--- src/rtl/sfifo_rx_3tuner_if.sv ---
// sfifo_rx_3tuner_if -- FX2 slave-FIFO, buffer-write and packet-status bundle
// for sfifo_rx_3tuner. master = the receiver block, slave = its environment.
interface sfifo_rx_3tuner_if;
    // FX2 side
    logic        flaga;
    logic [7:0]  fd;
    logic [1:0]  fadd;
    logic        sloe;
    logic        slrd;
    logic        slwr;
    // double-buffer write port
    logic        wb_wen;
    logic [8:0]  wb_wadd;
    logic [7:0]  wb_wdata;
    // packet status / consumer handshake
    logic        pkt_rdy;
    logic        pkt_half;
    logic [12:0] pkt_pid;
    logic        buf_rel;
    logic        buf_rel_half;
    logic        sync_err;
    logic [15:0] pkt_cnt;

    modport master (
        input  flaga, fd, buf_rel, buf_rel_half,
        output fadd, sloe, slrd, slwr,
               wb_wen, wb_wadd, wb_wdata,
               pkt_rdy, pkt_half, pkt_pid, sync_err, pkt_cnt
    );

    modport slave (
        output flaga, fd, buf_rel, buf_rel_half,
        input  fadd, sloe, slrd, slwr,
               wb_wen, wb_wadd, wb_wdata,
               pkt_rdy, pkt_half, pkt_pid, sync_err, pkt_cnt
    );
endinterface

--- src/rtl/sfifo_rx_3tuner.sv ---
// sfifo_rx_3tuner -- reads fixed-length TS packets from an FX2 OUT endpoint
// into a two-half ping-pong buffer and announces each completed packet.
// Optional feature: define SFIFO_RX_SYNC_CHECK_EN to drop bytes at packet
// offset 0 until the 8'h47 sync byte is seen (each drop pulses sync_err).
module sfifo_rx_3tuner #(
    parameter int unsigned PKT_LEN = 188,
    parameter logic [1:0]  FADDR   = 2'b00
) (
    input  logic               clk,
    input  logic               rst,
    sfifo_rx_3tuner_if.master  bus
);

    typedef enum logic [1:0] {
        IDLE = 2'd0,
        OE   = 2'd1,
        READ = 2'd2,
        DONE = 2'd3
    } state_t;

    localparam logic [7:0] LAST_IDX = 8'(PKT_LEN - 1);

    state_t      state;
    state_t      state_nx;
    logic        sloe_c;
    logic        slrd_c;

    logic [7:0]  cnt;
    logic        wr_half;
    logic [1:0]  half_full;
    logic [1:0]  half_full_nx;
    logic [12:0] pid;
    logic [15:0] pkt_cnt;
    logic        wen;
    logic [8:0]  wadd;
    logic [7:0]  wdata;
    logic        rdy;
    logic        rdy_half;

    logic        take;       // a byte is strobed out of the FX2 on this edge
    logic        hunt_drop;  // consumed byte is discarded while hunting sync
    logic        last;       // consumed byte is the final one of the packet

`ifdef SFIFO_RX_SYNC_CHECK_EN
    logic        sync_err_r;
    assign hunt_drop = (cnt == '0) && (bus.fd != 8'h47);
    assign bus.sync_err = sync_err_r;
`else
    assign hunt_drop = 1'b0;
    assign bus.sync_err = 1'b0;
`endif

    assign take = (state == READ) && bus.flaga;
    assign last = take && !hunt_drop && (cnt == LAST_IDX);

    assign bus.fadd     = FADDR;
    assign bus.slwr     = 1'b1;
    assign bus.sloe     = sloe_c;
    assign bus.slrd     = slrd_c;
    assign bus.wb_wen   = wen;
    assign bus.wb_wadd  = wadd;
    assign bus.wb_wdata = wdata;
    assign bus.pkt_rdy  = rdy;
    assign bus.pkt_half = rdy_half;
    assign bus.pkt_pid  = pid;
    assign bus.pkt_cnt  = pkt_cnt;

    // state register
    always_ff @(posedge clk) begin
        if (!rst) state <= IDLE;
        else      state <= state_nx;
    end

    // next state and FX2 strobes; slrd follows flaga directly so a pause costs no cycles
    always_comb begin
        state_nx = state;
        sloe_c   = 1'b1;
        slrd_c   = 1'b1;
        case (state)
            IDLE: begin
                if (bus.flaga && !half_full[wr_half]) state_nx = OE;
            end
            OE: begin
                sloe_c   = 1'b0;
                state_nx = READ;
            end
            READ: begin
                sloe_c = 1'b0;
                slrd_c = ~bus.flaga;
                if (last) state_nx = DONE;
            end
            DONE: begin
                sloe_c   = 1'b0;
                state_nx = IDLE;
            end
            default: state_nx = IDLE;
        endcase
    end

    // buffer-half occupancy: a DONE set overrides a same-cycle release of that half
    always_comb begin
        half_full_nx = half_full;
        if (bus.buf_rel)     half_full_nx[bus.buf_rel_half] = 1'b0;
        if (state == DONE)   half_full_nx[wr_half]          = 1'b1;
    end

    // byte capture, write port, PID capture and packet completion bookkeeping
    always_ff @(posedge clk) begin
        if (!rst) begin
            cnt       <= '0;
            wr_half   <= 1'b0;
            half_full <= '0;
            pid       <= '0;
            pkt_cnt   <= '0;
            wen       <= 1'b0;
            wadd      <= '0;
            wdata     <= '0;
            rdy       <= 1'b0;
            rdy_half  <= 1'b0;
`ifdef SFIFO_RX_SYNC_CHECK_EN
            sync_err_r <= 1'b0;
`endif
        end else begin
            wen       <= 1'b0;
            rdy       <= 1'b0;
            half_full <= half_full_nx;
`ifdef SFIFO_RX_SYNC_CHECK_EN
            sync_err_r <= 1'b0;
`endif
            if (take) begin
                if (hunt_drop) begin
`ifdef SFIFO_RX_SYNC_CHECK_EN
                    sync_err_r <= 1'b1;
`endif
                end else begin
                    wen   <= 1'b1;
                    wadd  <= {wr_half, cnt};
                    wdata <= bus.fd;
                    if (cnt == 8'd1) pid[12:8] <= bus.fd[4:0];
                    if (cnt == 8'd2) pid[7:0]  <= bus.fd;
                    cnt <= last ? '0 : cnt + 8'd1;
                end
            end
            if (state == DONE) begin
                rdy      <= 1'b1;
                rdy_half <= wr_half;
                wr_half  <= ~wr_half;
                pkt_cnt  <= pkt_cnt + 16'd1;
            end
        end
    end

endmodule

--- src/flat_wrapper.sv ---
// flat-port wrapper written by rule: the top's interface ports become plain ports
module sfifo_rx_3tuner_flat 
#(
    parameter int unsigned PKT_LEN = 188,
    parameter logic [1:0]  FADDR   = 2'b00
)
  (clk, rst, bus_flaga, bus_fd, bus_buf_rel, bus_buf_rel_half, bus_fadd, bus_sloe, bus_slrd, bus_slwr, bus_wb_wen, bus_wb_wadd, bus_wb_wdata, bus_pkt_rdy, bus_pkt_half, bus_pkt_pid, bus_sync_err, bus_pkt_cnt);
  sfifo_rx_3tuner_if bus_i ();
  input  logic clk;
  input  logic rst;
  input wire logic [$bits(bus_i.flaga)-1:0] bus_flaga;
  input wire logic [$bits(bus_i.fd)-1:0] bus_fd;
  input wire logic [$bits(bus_i.buf_rel)-1:0] bus_buf_rel;
  input wire logic [$bits(bus_i.buf_rel_half)-1:0] bus_buf_rel_half;
  output wire logic [$bits(bus_i.fadd)-1:0] bus_fadd;
  output wire logic [$bits(bus_i.sloe)-1:0] bus_sloe;
  output wire logic [$bits(bus_i.slrd)-1:0] bus_slrd;
  output wire logic [$bits(bus_i.slwr)-1:0] bus_slwr;
  output wire logic [$bits(bus_i.wb_wen)-1:0] bus_wb_wen;
  output wire logic [$bits(bus_i.wb_wadd)-1:0] bus_wb_wadd;
  output wire logic [$bits(bus_i.wb_wdata)-1:0] bus_wb_wdata;
  output wire logic [$bits(bus_i.pkt_rdy)-1:0] bus_pkt_rdy;
  output wire logic [$bits(bus_i.pkt_half)-1:0] bus_pkt_half;
  output wire logic [$bits(bus_i.pkt_pid)-1:0] bus_pkt_pid;
  output wire logic [$bits(bus_i.sync_err)-1:0] bus_sync_err;
  output wire logic [$bits(bus_i.pkt_cnt)-1:0] bus_pkt_cnt;
  assign bus_i.flaga = bus_flaga;
  assign bus_i.fd = bus_fd;
  assign bus_i.buf_rel = bus_buf_rel;
  assign bus_i.buf_rel_half = bus_buf_rel_half;
  assign bus_fadd = bus_i.fadd;
  assign bus_sloe = bus_i.sloe;
  assign bus_slrd = bus_i.slrd;
  assign bus_slwr = bus_i.slwr;
  assign bus_wb_wen = bus_i.wb_wen;
  assign bus_wb_wadd = bus_i.wb_wadd;
  assign bus_wb_wdata = bus_i.wb_wdata;
  assign bus_pkt_rdy = bus_i.pkt_rdy;
  assign bus_pkt_half = bus_i.pkt_half;
  assign bus_pkt_pid = bus_i.pkt_pid;
  assign bus_sync_err = bus_i.sync_err;
  assign bus_pkt_cnt = bus_i.pkt_cnt;
  sfifo_rx_3tuner #(.PKT_LEN(PKT_LEN), .FADDR(FADDR)) u_core (.clk(clk), .rst(rst), .bus(bus_i));
endmodule
--- config.mk ---
export PLATFORM = sky130hd
export DESIGN_NAME = sfifo_rx_3tuner_flat
export DESIGN_NICKNAME = d
export VERILOG_FILES = /design/src/rtl/sfifo_rx_3tuner_if.sv /design/src/rtl/sfifo_rx_3tuner.sv /design/src/flat_wrapper.sv
export SDC_FILE = /design/constraint.sdc
export NUM_CORES = 1
export LEC_CHECK = 0
export BUFFER_PORTS_ARGS = -buffer_cell sky130_fd_sc_hd__buf_2
export CAP_MARGIN = 20
export CORE_AREA = 2 2 86 67
export DETAILED_ROUTE_END_ITERATION = 10
export DIE_AREA = 0 0 88 69
export GPL_TIMING_DRIVEN = 0
export PLACE_DENSITY_LB_ADDON = 0.3
export SYNTH_ARGS = -nofsm -noshare
export SYNTH_HDL_FRONTEND = slang
export SYNTH_SLANG_ARGS = --single-unit
--- constraint.sdc ---
create_clock -name clk -period 1.9 [get_ports clk]
set_clock_uncertainty 0.1 [all_clocks]
set_input_delay 0.19 -clock clk [delete_from_list [all_inputs] [get_ports clk]]
set_output_delay 0.19 -clock clk [all_outputs]
set_load 0.02 [all_outputs]
After elaboration in Yosys (flattened, before gate mapping)
Index checks and enable logic that the tools add are counted.
{"block": "word_totals", "reg_bits": 62, "out_inout_bits": 55}
{"block": "op_classes", "eq_ne": 8, "n_lt_le_gt_ge": 4, "addsub": 2, "n_reduce_logical": 11, "mux": 16, "n_bitwise": 5}
{"cell": "16-bit by 1-bit adder with 16-bit output (second input constant)", "n": 1}
{"cell": "8-bit by 1-bit adder with 8-bit output (second input constant)", "n": 1}
{"cell": "8-bit by 1-bit equality test with 1-bit output (second input constant)", "n": 1}
{"cell": "8-bit by 2-bit equality test with 1-bit output (second input constant)", "n": 1}
{"cell": "8-bit equality test (second input constant)", "n": 1}
{"cell": "1-bit two-way mux", "n": 8}
{"cell": "2-bit two-way mux", "n": 4}
{"cell": "8-bit two-way mux", "n": 1}
{"cell": "2-bit one-hot mux with 4 select lines", "n": 1}
{"cell": "2-bit AND reduction", "n": 3}
{"cell": "1-bit logical AND", "n": 5}
{"cell": "2-bit equality test (second input constant)", "n": 2}
{"cell": "1-bit by 2-bit < comparator with 1-bit output (second input constant)", "n": 2}
{"cell": "2-bit by 1-bit inequality test with 1-bit output (second input constant)", "n": 2}
{"cell": "3-bit OR reduction", "n": 1}
{"cell": "2-bit AND", "n": 1}
{"cell": "1-bit demux with 1-bit select", "n": 2}
{"cell": "2-bit by 1-bit equality test with 1-bit output (second input constant)", "n": 1}
{"cell": "1-bit >= comparator (second input constant)", "n": 2}
{"cell": "2-bit zero test", "n": 1}
{"cell": "1-bit inverter", "n": 2}
{"cell": "2-bit inverter", "n": 1}
{"cell": "2-bit bitwise OR", "n": 1}
{"cell": "1-bit zero test", "n": 1}

Longest topological paths before layout
{"block": "logic_depth", "word_depth": 9, "mapped_depth": 7}

Worst setup path before layout
No wires, ideal clock.
{"block": "synth_timing", "path_kind": "reg2reg", "startpoint": "register u_core.state[0]", "endpoint": "register u_core.wdata[3], in the netlist u_core.bus.wb_wdata[3]", "stages_incl_launch_ff": 8, "setup_slack_ns": 0.165, "t_required_ns": 1.729, "t_arrival_ns": 1.564, "period_less_slack_ns": 1.735, "cell_sequence": "dfxtp_1 inv_1 ha_1 and2_1 inv_1 buf_1 nand2_1 a21oi_1"}
{"block": "synth_via", "elab_chain_len": 2}
{"element": "from (decl)", "line": "sfifo_rx_3tuner.sv:23", "rtl": "state_t state;"}
{"element": "from (signal assigned)", "line": "sfifo_rx_3tuner.sv:71", "rtl": "else state <= state_nx;"}
{"element": "2-bit equality test", "line": "sfifo_rx_3tuner.sv:53", "rtl": "assign take = (state == READ) && bus.flaga;"}
{"element": "1-bit logical AND", "line": "sfifo_rx_3tuner.sv:53"}
{"element": "to (signal assigned)", "line": "sfifo_rx_3tuner.sv:138", "rtl": "wdata <= bus.fd;"}
{"element": "to (decl)", "line": "sfifo_rx_3tuner.sv:36", "rtl": "logic [7:0] wdata;"}
No other way between the ends.
A chain may end at the register's enable or synchronous reset.

Final worst setup path
{"block": "layout_timing", "startpoint": "register u_core.state[0]", "endpoint": "output bus_slrd"}
{"block": "layout_via", "elab_chain_len": 2}
{"element": "2-bit equality test", "line": "sfifo_rx_3tuner.sv:79", "rtl": "case (state)"}
{"element": "1-bit two-way mux", "line": "sfifo_rx_3tuner.sv:79"}
{"element": "to (decl)", "line": "flat_wrapper.sv:17", "rtl": "output wire logic [$bits(bus_i.slrd)-1:0] bus_slrd;"}
No other way between the ends.

==> metrics.cfg <==
[status]
status=finished clean

[cells_and_area]
instances_no_fill=460
drive_gt1_frac=0.262
area_growth_pct=27.4
design_area_mm2=0.00335
fin_nets=401
insertedDiodeCount=0

[critical_path]
worst_ep_arrival_time_ns=1.53
r2r-start=u_core.state[0]$_SDFFE_PN0P_
ff2ff_setup_slack_ns=0.13
cp-start-kind=flop
ff2ff_path_depth=7
end_kind=output port
crit_required_ns=1.61
path_class=flop to output port
critical_path.max_fanout=10
r2r_end=u_core.bus.pkt_pid[11]$_SDFFE_PN0P_

[yosys]
synthArstFlopShare=0
synth_area_leader_cell=dfxtp_1
synth.yosys.seq_area_share=0.472
syn_area_mm2=0.00263
yosysTopAreaCellShare=0.472
synth_area_per_cell_um2=8.80
ys_dominant_reg_cell=dfxtp_1
yosysWarnings=0
synthTopCellsByArea=dfxtp_1 (47%), nand2_1 (7.3%), mux2i_1 (6.5%)
synth.most_common_cell=dfxtp_1
synth.distinct_cells=41
synth-edff-count=0
synth_seq_cells=62
synth.top_cells.by_count=dfxtp_1 (62), nand2_1 (51), nor2_1 (37)
synthCells=299

[die]
start_util=0.505
die_x_um=88
num_rows=23
chipHeight_um=69
core_mm2=0.00521
ios=68
dieArea_mm2=0.00607

[pwr]
finalPower_mw=3.20
power_leakage_nw=1.50
vdd_drop_max_mv=0.679
power.density_mw_per_mm2=957

[grt]
grt_overflow=0
grt_max_degree=11
grt_pass1_vias=2049
grt_usage=0.196
antenna_found_initial=0
grt_first_pass_wirelength_um=9370

[placement]
gp_congestion=0.749
postPlaceCellArea_mm2=0.00304
place_inst=438
port_buffers=62
dpl.hpwl_um=4080

[clocking]
cts_tree=built
htree_levels=3
clock-sinks=62
clk_pin_slew_ns=0.07
clockRootBuffer=clkbuf_8
cts_max_path_buffers=2
numCtsBuffers=9
post_cts_buffers=0
clk_latency_ns=0.33

[route]
postRouteAntennaNets=0
wl_per_cell_um=12.3
wl_met3_um=279
m1WireLength_um=2630
viasPerCell=4.95
firstDrtPassIters=4
via_count=2276
highest_layer=met4
wl_met2_um=2710
drt_iter0_markers=97
routed_wl_um=5680
drc=0

[sta]
setup_violations=0
holdWs_ns=0.0181
hold_violations=0
drv_slew=0
max_freq_mhz=549
fin_crit_sh=0.958
rsz0062_at_grt=true
fin_crit_ns=1.82

[job]
drv_cap=0

[hold_path]
min_from=bus_fd[2]
min_to=u_core.bus.wb_wdata[2]$_SDFFE_PN0P_
whs_path_depth=3
hp-class=input pin to flop

-- metrics by stage --
stage                     setup slack [ns]   util  TNS, ns
after floorplan                      0.165      -        0
after global placement              -0.108  0.584   -0.172
after detailed placement            -0.124  0.584   -0.453
after CTS                           0.0306  0.641        0
after global routing               -0.0236  0.643  -0.0358
final                               0.0800  0.643        0
-- kinds of logic (layout without fill, tap and decap cells) --
kind of cell / count (synthesis) / count (layout) / synth area share
other: 2 / 4 / 0.00286
xor gates and xnor gates: 14 / 14 / 0.0466
buffers and inverters: 27 / 111 / 0.0557
and+or+nand+nor: 131 / 131 / 0.242
muxes: 17 / 17 / 0.0647
adders and majority gates: 8 / 8 / 0.0381
AOI/OAI and AO/OA: 38 / 38 / 0.0780
DFF: 62 / 62 / 0.472
-- critical path, cell delays in order, from the launching register on --
cell and delay [ns]:
dfxtp_1 0.31, inv_1 0.11, ha_2 0.22, and2_4 0.19
inv_4 0.06, buf_6 0.14, buf_4 0.16
-- how the worst max path moves through the flow --
stage                                            start  slack, ns                                  end
after floorplan           u_core.state[0]$_SDFFE_PN0P_       0.17  u_core.bus.wb_wdata[3]$_SDFFE_PN0P_
after global placement    u_core.state[0]$_SDFFE_PN0P_      -0.11                             bus_slrd
after detailed placement  u_core.state[0]$_SDFFE_PN0P_      -0.12                             bus_slrd
after CTS                 u_core.state[0]$_SDFFE_PN0P_       0.03                             bus_slrd
after global routing      u_core.state[0]$_SDFFE_PN0P_      -0.02                             bus_slrd
final                     u_core.state[0]$_SDFFE_PN0P_       0.08                             bus_slrd
-- registers in the layout, summed over array words and instances (netlist names) --
register / flops
u_core.bus.wb_wdata: 8
u_core.cnt: 8
u_core.bus.pkt_cnt: 16
u_core.state: 2
u_core.bus.pkt_pid: 13
u_core.wr_half: 1
u_core.bus.pkt_rdy: 1
u_core.half_full: 2
u_core.bus.pkt_half: 1
u_core.bus.wb_wadd: 9
u_core.bus.wb_wen: 1
-- cell type report --
cell class / instances / area, um^2
Clock inverter: 4 / 70.1
Fill cell: 438 / 1860
Tap cell: 75 / 93.8
Inverter: 8 / 32.5
Buffer: 19 / 124
Timing Repair Buffer: 68 / 373
Clock buffer: 12 / 145
Multi-Input combinational cell: 212 / 1270
Sequential cell: 62 / 1240
-- layer usage --
| metal | vias up | global-route usage |
|---|---|---|
| met5 | - | 0 |
| met4 | 0 | 0.0598 |
| li1 | 1156 | - |
| met3 | 6 | 0.0754 |
| met1 | 1065 | 0.246 |
| met2 | 49 | 0.311 |
-- power by group --
part | internal, mW | switching, mW | total [mW]
clock network | 0.771 | 0.488 | 1.26
registers | 1.36 | 0.0454 | 1.41
logic | 0.205 | 0.333 | 0.538
-- what timing repair did --
action	in CTS	in global routing
setup endpoints to repair	13	15
hold buffers	6	0
resized for setup	9	2
hold endpoints to repair	7	0
-- cells in the final DEF (no fill, tap or decap), types with 5 or more instances in the layout --
| cell | n |
|---|---|
| inv_1 | 6 |
| nor3_1 | 5 |
| clkbuf_1 | 5 |
| ha_1 | 7 |
| o21ai_0 | 5 |
| xor2_1 | 6 |
| clkbuf_8 | 10 |
| buf_2 | 66 |
| nand2_1 | 51 |
| nand3_1 | 8 |
| dfxtp_1 | 62 |
| mux2i_1 | 17 |
| dlygate4sd3_1 | 6 |
| a21oi_1 | 26 |
| nand4_1 | 8 |
| nor2_1 | 37 |
| xnor2_1 | 8 |
| buf_4 | 5 |
Power figures use the tool's default switching activity.
